**config.mk**
```make
export PLATFORM = sky130hd
export DESIGN_NAME = sd_dat_xfer_ctrl_flat
export DESIGN_NICKNAME = d
export VERILOG_FILES = /design/src/rtl/sd_dat_xfer_ctrl_pkg.sv /design/src/rtl/sd_dat_xfer_ctrl_if.sv /design/src/rtl/sd_dat_xfer_ctrl.sv /design/src/flat_wrapper.sv
export SDC_FILE = /design/constraint.sdc
export NUM_CORES = 1
export LEC_CHECK = 0
export CAP_MARGIN = 40
export CORE_MARGIN = 2
export CORE_UTILIZATION = 42
export DETAILED_ROUTE_END_ITERATION = 16
export PLACE_DENSITY = 0.77
export SLEW_MARGIN = 25
export SYNTH_ARGS = -nofsm -noshare
export SYNTH_HDL_FRONTEND = slang
export SYNTH_SLANG_ARGS = --single-unit
```
**constraint.sdc**
```tcl
create_clock -name sdclk_i -period 2.2 [get_ports sdclk_i]
set_input_delay 0.33 -clock sdclk_i [delete_from_list [all_inputs] [get_ports sdclk_i]]
set_output_delay 0.33 -clock sdclk_i [all_outputs]
set_load 0.1 [all_outputs]
```
**src/rtl/sd_dat_xfer_ctrl_pkg.sv**
```systemverilog
// Shared types and constants for the SD DAT-line transfer sequencer.
// The state, issue and flag encodings are visible to both the RTL and the bench.
package sd_dat_xfer_ctrl_pkg;

    typedef enum logic [3:0] {
        ST_IDLE,
        ST_WBUF,
        ST_OP,
        ST_COMP,
        ST_BUSY,
        ST_PAUSED,
        ST_RWAIT,
        ST_WGAP,
        ST_ACMD12,
        ST_ERROR
    } xfer_state_e;

    typedef enum logic [1:0] {
        ISSUE_NONE  = 2'b00,
        ISSUE_READ  = 2'b01,
        ISSUE_WRITE = 2'b10,
        ISSUE_BUSY  = 2'b11
    } issue_e;

    // Bit positions inside blk_err / data_err, and inside xfer_active.
    localparam int ERR_CRC     = 0;
    localparam int ERR_END_BIT = 1;
    localparam int ERR_TIMEOUT = 2;

    localparam int FLAG_READ  = 0;
    localparam int FLAG_WRITE = 1;
    localparam int FLAG_DAT   = 2;

    localparam logic [2:0] FLAGS_NONE  = 3'b000;
    localparam logic [2:0] FLAGS_READ  = 3'b101;
    localparam logic [2:0] FLAGS_WRITE = 3'b110;

endpackage

```
**src/rtl/sd_dat_xfer_ctrl_if.sv**
```systemverilog
// Interface bundling the CMD-side, buffer and bit-engine signals of the DAT transfer sequencer.
// The master side is whoever drives the inputs; the sequencer sits on the slave modport.
interface sd_dat_xfer_ctrl_if #(parameter int BLK_CNT_W = 16);

    logic                 command_end_i;
    logic                 command_complete_i;
    logic                 cmd_abort_i;
    logic                 resp_busy_i;
    logic                 data_present_i;
    logic                 dir_read_i;
    logic                 multi_block_i;
    logic                 blk_cnt_en_i;
    logic [BLK_CNT_W-1:0] blk_cnt_i;
    logic                 auto_cmd12_en_i;
    logic                 auto_cmd_done_i;
    logic                 gap_stop_i;
    logic                 gap_continue_i;
    logic                 read_wait_en_i;
    logic                 r_buf_full_i;
    logic                 w_buf_empty_i;
    logic                 blk_done_i;
    logic [2:0]           blk_err_i;
    logic                 sd_resumed_i;

    logic [1:0]           issue_o;
    logic                 pause_req_o;
    logic                 read_wait_o;
    logic                 auto_cmd12_issue_o;
    logic [BLK_CNT_W-1:0] block_count_o;
    logic [2:0]           xfer_active_o;
    logic                 transfer_complete_o;
    logic                 block_gap_o;
    logic [2:0]           data_err_o;

    modport master (
        output command_end_i, command_complete_i, cmd_abort_i, resp_busy_i,
               data_present_i, dir_read_i, multi_block_i, blk_cnt_en_i, blk_cnt_i,
               auto_cmd12_en_i, auto_cmd_done_i, gap_stop_i, gap_continue_i,
               read_wait_en_i, r_buf_full_i, w_buf_empty_i, blk_done_i, blk_err_i,
               sd_resumed_i,
        input  issue_o, pause_req_o, read_wait_o, auto_cmd12_issue_o, block_count_o,
               xfer_active_o, transfer_complete_o, block_gap_o, data_err_o
    );

    modport slave (
        input  command_end_i, command_complete_i, cmd_abort_i, resp_busy_i,
               data_present_i, dir_read_i, multi_block_i, blk_cnt_en_i, blk_cnt_i,
               auto_cmd12_en_i, auto_cmd_done_i, gap_stop_i, gap_continue_i,
               read_wait_en_i, r_buf_full_i, w_buf_empty_i, blk_done_i, blk_err_i,
               sd_resumed_i,
        output issue_o, pause_req_o, read_wait_o, auto_cmd12_issue_o, block_count_o,
               xfer_active_o, transfer_complete_o, block_gap_o, data_err_o
    );

endinterface

```
**src/rtl/sd_dat_xfer_ctrl.sv**
```systemverilog
// DAT-line transfer sequencer: orders block reads/writes, busy waits, block-gap handling
// and Auto CMD12 between the CMD logic and the external DAT bit engine.
module sd_dat_xfer_ctrl
    import sd_dat_xfer_ctrl_pkg::*;
#(
    parameter int BLK_CNT_W = 16,
    parameter bit READ_WAIT = 1'b1
) (
    input  logic                 sdclk_i,
    input  logic                 rst_dat_ni,
    sd_dat_xfer_ctrl_if.slave    bus
);

    xfer_state_e          state_q, state_d;
    logic [BLK_CNT_W-1:0] count_q, count_d;
    logic [2:0]           flags_q, flags_d;
    issue_e               issue;
    logic                 pause_req;
    logic                 read_wait;
    logic                 acmd12_issue;
    logic                 block_gap;
    logic [2:0]           data_err;

    always_comb begin
        state_d      = state_q;
        count_d      = count_q;
        flags_d      = flags_q;
        issue        = ISSUE_NONE;
        pause_req    = 1'b0;
        read_wait    = 1'b0;
        acmd12_issue = 1'b0;
        block_gap    = 1'b0;
        data_err     = 3'b000;

        case (state_q)
            ST_IDLE: begin
                if (bus.command_end_i && bus.data_present_i) begin
                    count_d = bus.multi_block_i ? (bus.blk_cnt_en_i ? bus.blk_cnt_i : '0)
                                                : BLK_CNT_W'(1);
                    if (bus.dir_read_i) begin
                        flags_d = FLAGS_READ;
                        issue   = ISSUE_READ;
                        state_d = ST_OP;
                    end else begin
                        flags_d = FLAGS_WRITE;
                    end
                end
                // Response handling is evaluated last so its transition wins a same-cycle command end.
                if (bus.command_complete_i) begin
                    if (bus.resp_busy_i) begin
                        issue             = ISSUE_BUSY;
                        flags_d[FLAG_DAT] = 1'b1;
                        state_d           = ST_BUSY;
                    end else if (flags_q[FLAG_WRITE] ||
                                 (bus.command_end_i && bus.data_present_i && !bus.dir_read_i)) begin
                        state_d = ST_WBUF;
                    end
                end
            end
            ST_WBUF: begin
                if (!bus.w_buf_empty_i) begin
                    issue   = ISSUE_WRITE;
                    state_d = ST_OP;
                end
            end
            ST_OP: begin
                if (bus.blk_done_i) begin
                    if (bus.blk_err_i != 3'b000) begin
                        data_err = {bus.blk_err_i[ERR_TIMEOUT], bus.blk_err_i[ERR_END_BIT],
                                    bus.blk_err_i[ERR_CRC]};
                        state_d  = ST_ERROR;
                    end else begin
                        count_d = (count_q == '0) ? '0 : count_q - BLK_CNT_W'(1);
                        if (count_q == BLK_CNT_W'(1)) begin
                            if (bus.auto_cmd12_en_i) begin
                                acmd12_issue = 1'b1;
                                state_d      = ST_ACMD12;
                            end else begin
                                flags_d = FLAGS_NONE;
                                state_d = ST_IDLE;
                            end
                        end else begin
                            state_d = ST_COMP;
                        end
                    end
                end
            end
            ST_COMP: begin
                if (bus.gap_stop_i) begin
                    flags_d   = FLAGS_NONE;
                    block_gap = 1'b1;
                end
                if (flags_q[FLAG_READ]) begin
                    if (bus.gap_stop_i && bus.read_wait_en_i && READ_WAIT) begin
                        state_d = ST_RWAIT;
                    end else if (bus.r_buf_full_i || bus.gap_stop_i) begin
                        pause_req = 1'b1;
                        state_d   = ST_PAUSED;
                    end else begin
                        issue   = ISSUE_READ;
                        state_d = ST_OP;
                    end
                end else begin
                    state_d = bus.gap_stop_i ? ST_WGAP : ST_WBUF;
                end
            end
            ST_PAUSED: begin
                pause_req = 1'b1;
                if (bus.sd_resumed_i) begin
                    pause_req = 1'b0;
                    flags_d   = FLAGS_READ;
                    issue     = ISSUE_READ;
                    state_d   = ST_OP;
                end
            end
            ST_RWAIT: begin
                read_wait = !bus.gap_continue_i;
                if (bus.gap_continue_i) begin
                    flags_d = FLAGS_READ;
                    issue   = ISSUE_READ;
                    state_d = ST_OP;
                end
            end
            ST_WGAP: begin
                if (bus.gap_continue_i) begin
                    flags_d = FLAGS_WRITE;
                    state_d = ST_WBUF;
                end
            end
            ST_ACMD12: begin
                if (bus.auto_cmd_done_i) begin
                    issue   = ISSUE_BUSY;
                    state_d = ST_BUSY;
                end
            end
            ST_BUSY: begin
                if (bus.blk_done_i) begin
                    flags_d = FLAGS_NONE;
                    state_d = ST_IDLE;
                end
            end
            ST_ERROR: begin
                state_d = ST_ERROR;
            end
            default: begin
                state_d = ST_IDLE;
            end
        endcase

        // An abort cancels whatever else this cycle would have done.
        if (bus.cmd_abort_i && (state_q != ST_IDLE)) begin
            state_d      = ST_IDLE;
            flags_d      = FLAGS_NONE;
            count_d      = '0;
            issue        = ISSUE_NONE;
            pause_req    = 1'b0;
            read_wait    = 1'b0;
            acmd12_issue = 1'b0;
            block_gap    = 1'b0;
            data_err     = 3'b000;
        end
    end

    always_ff @(posedge sdclk_i or negedge rst_dat_ni) begin
        if (!rst_dat_ni) begin
            state_q <= ST_IDLE;
            count_q <= '0;
            flags_q <= FLAGS_NONE;
        end else begin
            state_q <= state_d;
            count_q <= count_d;
            flags_q <= flags_d;
        end
    end

    assign bus.issue_o             = issue;
    assign bus.pause_req_o         = pause_req;
    assign bus.read_wait_o         = read_wait;
    assign bus.auto_cmd12_issue_o  = acmd12_issue;
    assign bus.block_count_o       = count_q;
    assign bus.xfer_active_o       = flags_q;
    assign bus.transfer_complete_o = (state_q != ST_IDLE) && (state_d == ST_IDLE);
    assign bus.block_gap_o         = block_gap;
    assign bus.data_err_o          = data_err;

endmodule

```
**src/flat_wrapper.sv**
```systemverilog
// flat-port wrapper written by rule: the top's interface ports become plain ports
module sd_dat_xfer_ctrl_flat import sd_dat_xfer_ctrl_pkg::*;
#(
    parameter int BLK_CNT_W = 16,
    parameter bit READ_WAIT = 1'b1
)
  (sdclk_i, rst_dat_ni, bus_command_end_i, bus_command_complete_i, bus_cmd_abort_i, bus_resp_busy_i, bus_data_present_i, bus_dir_read_i, bus_multi_block_i, bus_blk_cnt_en_i, bus_blk_cnt_i, bus_auto_cmd12_en_i, bus_auto_cmd_done_i, bus_gap_stop_i, bus_gap_continue_i, bus_read_wait_en_i, bus_r_buf_full_i, bus_w_buf_empty_i, bus_blk_done_i, bus_blk_err_i, bus_sd_resumed_i, bus_issue_o, bus_pause_req_o, bus_read_wait_o, bus_auto_cmd12_issue_o, bus_block_count_o, bus_xfer_active_o, bus_transfer_complete_o, bus_block_gap_o, bus_data_err_o);
  sd_dat_xfer_ctrl_if #(.BLK_CNT_W(BLK_CNT_W)) bus_i ();
  input  logic sdclk_i;
  input  logic rst_dat_ni;
  input wire logic [$bits(bus_i.command_end_i)-1:0] bus_command_end_i;
  input wire logic [$bits(bus_i.command_complete_i)-1:0] bus_command_complete_i;
  input wire logic [$bits(bus_i.cmd_abort_i)-1:0] bus_cmd_abort_i;
  input wire logic [$bits(bus_i.resp_busy_i)-1:0] bus_resp_busy_i;
  input wire logic [$bits(bus_i.data_present_i)-1:0] bus_data_present_i;
  input wire logic [$bits(bus_i.dir_read_i)-1:0] bus_dir_read_i;
  input wire logic [$bits(bus_i.multi_block_i)-1:0] bus_multi_block_i;
  input wire logic [$bits(bus_i.blk_cnt_en_i)-1:0] bus_blk_cnt_en_i;
  input wire logic [$bits(bus_i.blk_cnt_i)-1:0] bus_blk_cnt_i;
  input wire logic [$bits(bus_i.auto_cmd12_en_i)-1:0] bus_auto_cmd12_en_i;
  input wire logic [$bits(bus_i.auto_cmd_done_i)-1:0] bus_auto_cmd_done_i;
  input wire logic [$bits(bus_i.gap_stop_i)-1:0] bus_gap_stop_i;
  input wire logic [$bits(bus_i.gap_continue_i)-1:0] bus_gap_continue_i;
  input wire logic [$bits(bus_i.read_wait_en_i)-1:0] bus_read_wait_en_i;
  input wire logic [$bits(bus_i.r_buf_full_i)-1:0] bus_r_buf_full_i;
  input wire logic [$bits(bus_i.w_buf_empty_i)-1:0] bus_w_buf_empty_i;
  input wire logic [$bits(bus_i.blk_done_i)-1:0] bus_blk_done_i;
  input wire logic [$bits(bus_i.blk_err_i)-1:0] bus_blk_err_i;
  input wire logic [$bits(bus_i.sd_resumed_i)-1:0] bus_sd_resumed_i;
  output wire logic [$bits(bus_i.issue_o)-1:0] bus_issue_o;
  output wire logic [$bits(bus_i.pause_req_o)-1:0] bus_pause_req_o;
  output wire logic [$bits(bus_i.read_wait_o)-1:0] bus_read_wait_o;
  output wire logic [$bits(bus_i.auto_cmd12_issue_o)-1:0] bus_auto_cmd12_issue_o;
  output wire logic [$bits(bus_i.block_count_o)-1:0] bus_block_count_o;
  output wire logic [$bits(bus_i.xfer_active_o)-1:0] bus_xfer_active_o;
  output wire logic [$bits(bus_i.transfer_complete_o)-1:0] bus_transfer_complete_o;
  output wire logic [$bits(bus_i.block_gap_o)-1:0] bus_block_gap_o;
  output wire logic [$bits(bus_i.data_err_o)-1:0] bus_data_err_o;
  assign bus_i.command_end_i = bus_command_end_i;
  assign bus_i.command_complete_i = bus_command_complete_i;
  assign bus_i.cmd_abort_i = bus_cmd_abort_i;
  assign bus_i.resp_busy_i = bus_resp_busy_i;
  assign bus_i.data_present_i = bus_data_present_i;
  assign bus_i.dir_read_i = bus_dir_read_i;
  assign bus_i.multi_block_i = bus_multi_block_i;
  assign bus_i.blk_cnt_en_i = bus_blk_cnt_en_i;
  assign bus_i.blk_cnt_i = bus_blk_cnt_i;
  assign bus_i.auto_cmd12_en_i = bus_auto_cmd12_en_i;
  assign bus_i.auto_cmd_done_i = bus_auto_cmd_done_i;
  assign bus_i.gap_stop_i = bus_gap_stop_i;
  assign bus_i.gap_continue_i = bus_gap_continue_i;
  assign bus_i.read_wait_en_i = bus_read_wait_en_i;
  assign bus_i.r_buf_full_i = bus_r_buf_full_i;
  assign bus_i.w_buf_empty_i = bus_w_buf_empty_i;
  assign bus_i.blk_done_i = bus_blk_done_i;
  assign bus_i.blk_err_i = bus_blk_err_i;
  assign bus_i.sd_resumed_i = bus_sd_resumed_i;
  assign bus_issue_o = bus_i.issue_o;
  assign bus_pause_req_o = bus_i.pause_req_o;
  assign bus_read_wait_o = bus_i.read_wait_o;
  assign bus_auto_cmd12_issue_o = bus_i.auto_cmd12_issue_o;
  assign bus_block_count_o = bus_i.block_count_o;
  assign bus_xfer_active_o = bus_i.xfer_active_o;
  assign bus_transfer_complete_o = bus_i.transfer_complete_o;
  assign bus_block_gap_o = bus_i.block_gap_o;
  assign bus_data_err_o = bus_i.data_err_o;
  sd_dat_xfer_ctrl #(.BLK_CNT_W(BLK_CNT_W), .READ_WAIT(READ_WAIT)) u_core (.sdclk_i(sdclk_i), .rst_dat_ni(rst_dat_ni), .bus(bus_i));
endmodule
```
==> results_dict.tcl, run 1 <==
set metrics [dict create \
    die_x_um 73.0 \
    synth_fp_nets 302 \
    multiInputGateArea_mm2 0.00175 \
    syn_inst 261 \
    clock_latency_ps 270 \
    drt-initial-drc-count 313 \
    stdcell_area_mm2 0.00411 \
    worst-endpoint-required_ps 1870 \
    synth_edf_count 0 \
    max_slew_margin 0.526 \
    netlist_top_cells_area "dfrtp_1 (29%), a21oi_1 (6.3%), o21ai_0 (6.0%)" \
    root_buffer "clkbuf_8" \
    fmax_mhz 365 \
    clock-sinks 23 \
    placed_area_mm2 0.00350 \
    rrSetupSlack_ps -330 \
    nets 465 \
    final_hold_viol_count 0 \
    worst_setup_path_start_kind "flip-flop" \
    nFillCells 217 \
    ys_seq_elements 23 \
    fin_util 0.882 \
    leakage_uw 0.00171 \
    drtPass1Iterations 5 \
    drive_gt1_frac 0.525 \
    cts_max_path_buffers 2 \
    pin_count 67 \
    cp_cell_sequence "inv_2, ha_1, nor3b_2, nand4_1, buf_4, buf_6, a31oi_4, a21oi_4, nor4b_4, buf_12" \
    syn_area_per_cell_um2 7.66 \
    worstMarginPinSlew_ps 704 \
    gp_congestion 1.02 \
    rr_startpoint "u_core.bus.block_count_o[1]" \
    finClkSkew_ps 4.86 \
    yosysUniqueCellTypes 58 \
    grt_antenna_before_repair 0 \
    reg2reg_to "u_core.bus.block_count_o[15]" \
    pre_cts_ws_ps -369 \
    seqCellArea_um2 614 \
    period_minus_slack_ps 2740 \
    vias 3061 \
    p_per_area_mw_per_mm2 1840 \
    die_h_um 73.0 \
    cts_buffers 3 \
    setup_violations 24 \
    grt_pass1_vias 2939 \
    rsz0062_at_grt "yes" \
    io_buffers 66 \
    cp_slowest_cell "dfrtp_4" \
    gr-total-overflow 0 \
    ff2ff_path_depth 7 \
    dieArea_mm2 0.00533 \
    ys_seq_area_frac 0.288 \
    cts.clk_slew.worst_paths_ps 90 \
    syn_to_final_growth_pct 106 \
    synth_top_area_cell "dfrtp_1" \
    drc 0 \
    antenna-diode-count 0 \
    track_usage 0.326 \
    fp-row-count 25 \
    yosys_warnings 0 \
    min_path_type "primary input to async pin" \
    synth_top_area_share 0.288 \
    grt_max_degree 24 \
    tns_ps -3160 \
    antenna_left 0 \
    crit_path_end_kind "primary output" \
    ir_worst_vdd_mv 1.02 \
    h-tree-depth 1 \
    synth_area_mm2 0.00200 \
    crit_path_max_incr_delay_ps 490 \
    hold_buffers 0 \
    arrival_ps 2410 \
    cp_max_fo 3 \
    tritoncts "built" \
    hpwl_um 5980 \
    worstSetupPathType "flip-flop to primary output" \
    violations "negative setup slack" \
    wl_per_cell_um 21.0 \
    vias_per_cell 6.42 \
    routed_wl_um 10000 \
    drv_cap 0 \
    async_reset_ff_frac 1.00 \
    synth_ff_type "dfrtp_1" \
    coreArea_mm2 0.00466 \
    grt_pass1_wl_um 13900 \
    start_util 0.429 \
    report.power.total_uw 7550 \
    status "complete, but fails checks" \
    period_share 1.24 \
    drv_slew 0 \
    fin_ws_ps -539 \
]
cell families after synthesis:
group | synth area share
buffers and inverters | 0.0400
and+or+nand+nor | 0.325
muxes | 0.0169
adders and majority gates | 0.0188
AOI/OAI and AO/OA | 0.281
DFF | 0.288
xor gates and xnor gates | 0.0307
state kept, by name, indices dropped and copies added, names as in the netlist:
signal                    cells
u_core.bus.block_count_o     16
u_core.bus.xfer_active_o      3
u_core.state_q                4
where the power goes:
part | total (uW) | switching, uW | internal [uW]
logic | 6380 | 3740 | 2630
registers | 903 | 247 | 656
clock network | 274 | 144 | 130
total | 7550 | 4130 | 3420
per-stage QoR:
stage	hold slack (ps)	std cells
global placement	547	450
finish	427	477
CTS	431	465
global route	447	477
detailed placement	549	450
floorplan	34.4	261
worst max-delay path, delay by kind of cell, from the launching register on:
family | cells | cell delay (ps)
AOI/OAI and AO/OA | 2 | 260
adders and majority gates | 1 | 140
and+or+nand+nor | 3 | 680
DFF | 1 | 490
buffers and inverters | 4 | 560
area by class of cell:
cell class | count | share of cell area
multi-input cells | 217 | 0.426
repair buffers | 171 | 0.389
flip-flops and latches | 23 | 0.150
well taps | 54 | 0.0164
clock buffers | 4 | 0.0110
inverters | 8 | 0.00731
what timing repair did:
| action | in CTS | in global routing |
|---|---|---|
| resized for setup | 48 | 43 |
| cloned | 0 | 0 |
| pin swaps | 22 | 23 |
| buffers inserted | 11 | 14 |
| endpoints found under the setup margin | 26 | 26 |
how the worst max path moves through the flow:
stage	start	to	slack [ps]
CTS	u_core.bus.block_count_o[6]	bus_transfer_complete_o	-470
finish	u_core.bus.block_count_o[1]	bus_transfer_complete_o	-540
floorplan	u_core.bus.block_count_o[5]	bus_transfer_complete_o	-860
global route	u_core.bus.block_count_o[1]	bus_transfer_complete_o	-600
detailed placement	bus_blk_done_i	u_core.bus.block_count_o[3]	-370
global placement	bus_blk_done_i	u_core.bus.block_count_o[3]	-310
placed cells by master, fill, tap and decap left out, drive strengths merged, types with 4 or more instances in the layout:
cell	n
a31oi	7
nor4	8
or3	6
nand3	8
and2	4
nor3b	4
nand2	18
nor2	28
nor3	7
inv	8
xnor2	5
clkdlybuf4s50	37
dfrtp	23
o21ai	24
nor2b	4
nand2b	5
o2bb2ai	4
a21oi	25
and3	6
a22oi	4
clkbuf	4
buf	134
synthesized netlist by cell type, drive strengths merged (2+ instances only):
cell type   n
or4         3
clkbuf     11
or3b        2
nand2      18
nand3b      2
o22ai       3
a221oi      2
xnor2       5
a32oi       2
a221o       2
dfrtp      23
o32a        2
nor3b       4
buf         2
or4b        2
nor2       28
and3        6
o21ai      24
nor4        8
a211oi      2
a22oi       4
nor3        7
ha          3
mux2        3
nor2b       4
or3         6
nand3       8
xor2        2
or2         3
o31ai       2
and2        4
inv         8
nor4b       2
nand2b      5
a31oi       7
a21oi      25
o2bb2ai     4
and4        2
layer usage:
metal | track usage | routed length [um] | vias up
met5 | 0 | 0 | -
met4 | 0.132 | 624 | 0
met3 | 0.0318 | 868 | 66
met2 | 0.611 | 5020 | 231
met1 | 0.375 | 3490 | 1452
li1 | - | - | 1312
No activity file was read; power rests on OpenSTA's default activity.
==> inputs of run 2 (changes only) <==
--- a/config.mk
+++ b/config.mk
@@ -5,7 +5,6 @@
 export SDC_FILE = /design/constraint.sdc
 export NUM_CORES = 1
 export LEC_CHECK = 0
-export CAP_MARGIN = 40
 export CORE_MARGIN = 2
 export CORE_UTILIZATION = 42
 export DETAILED_ROUTE_END_ITERATION = 16
==> results of run 2 <==
Final layout, timing and power as in run 1 (identical DEF).
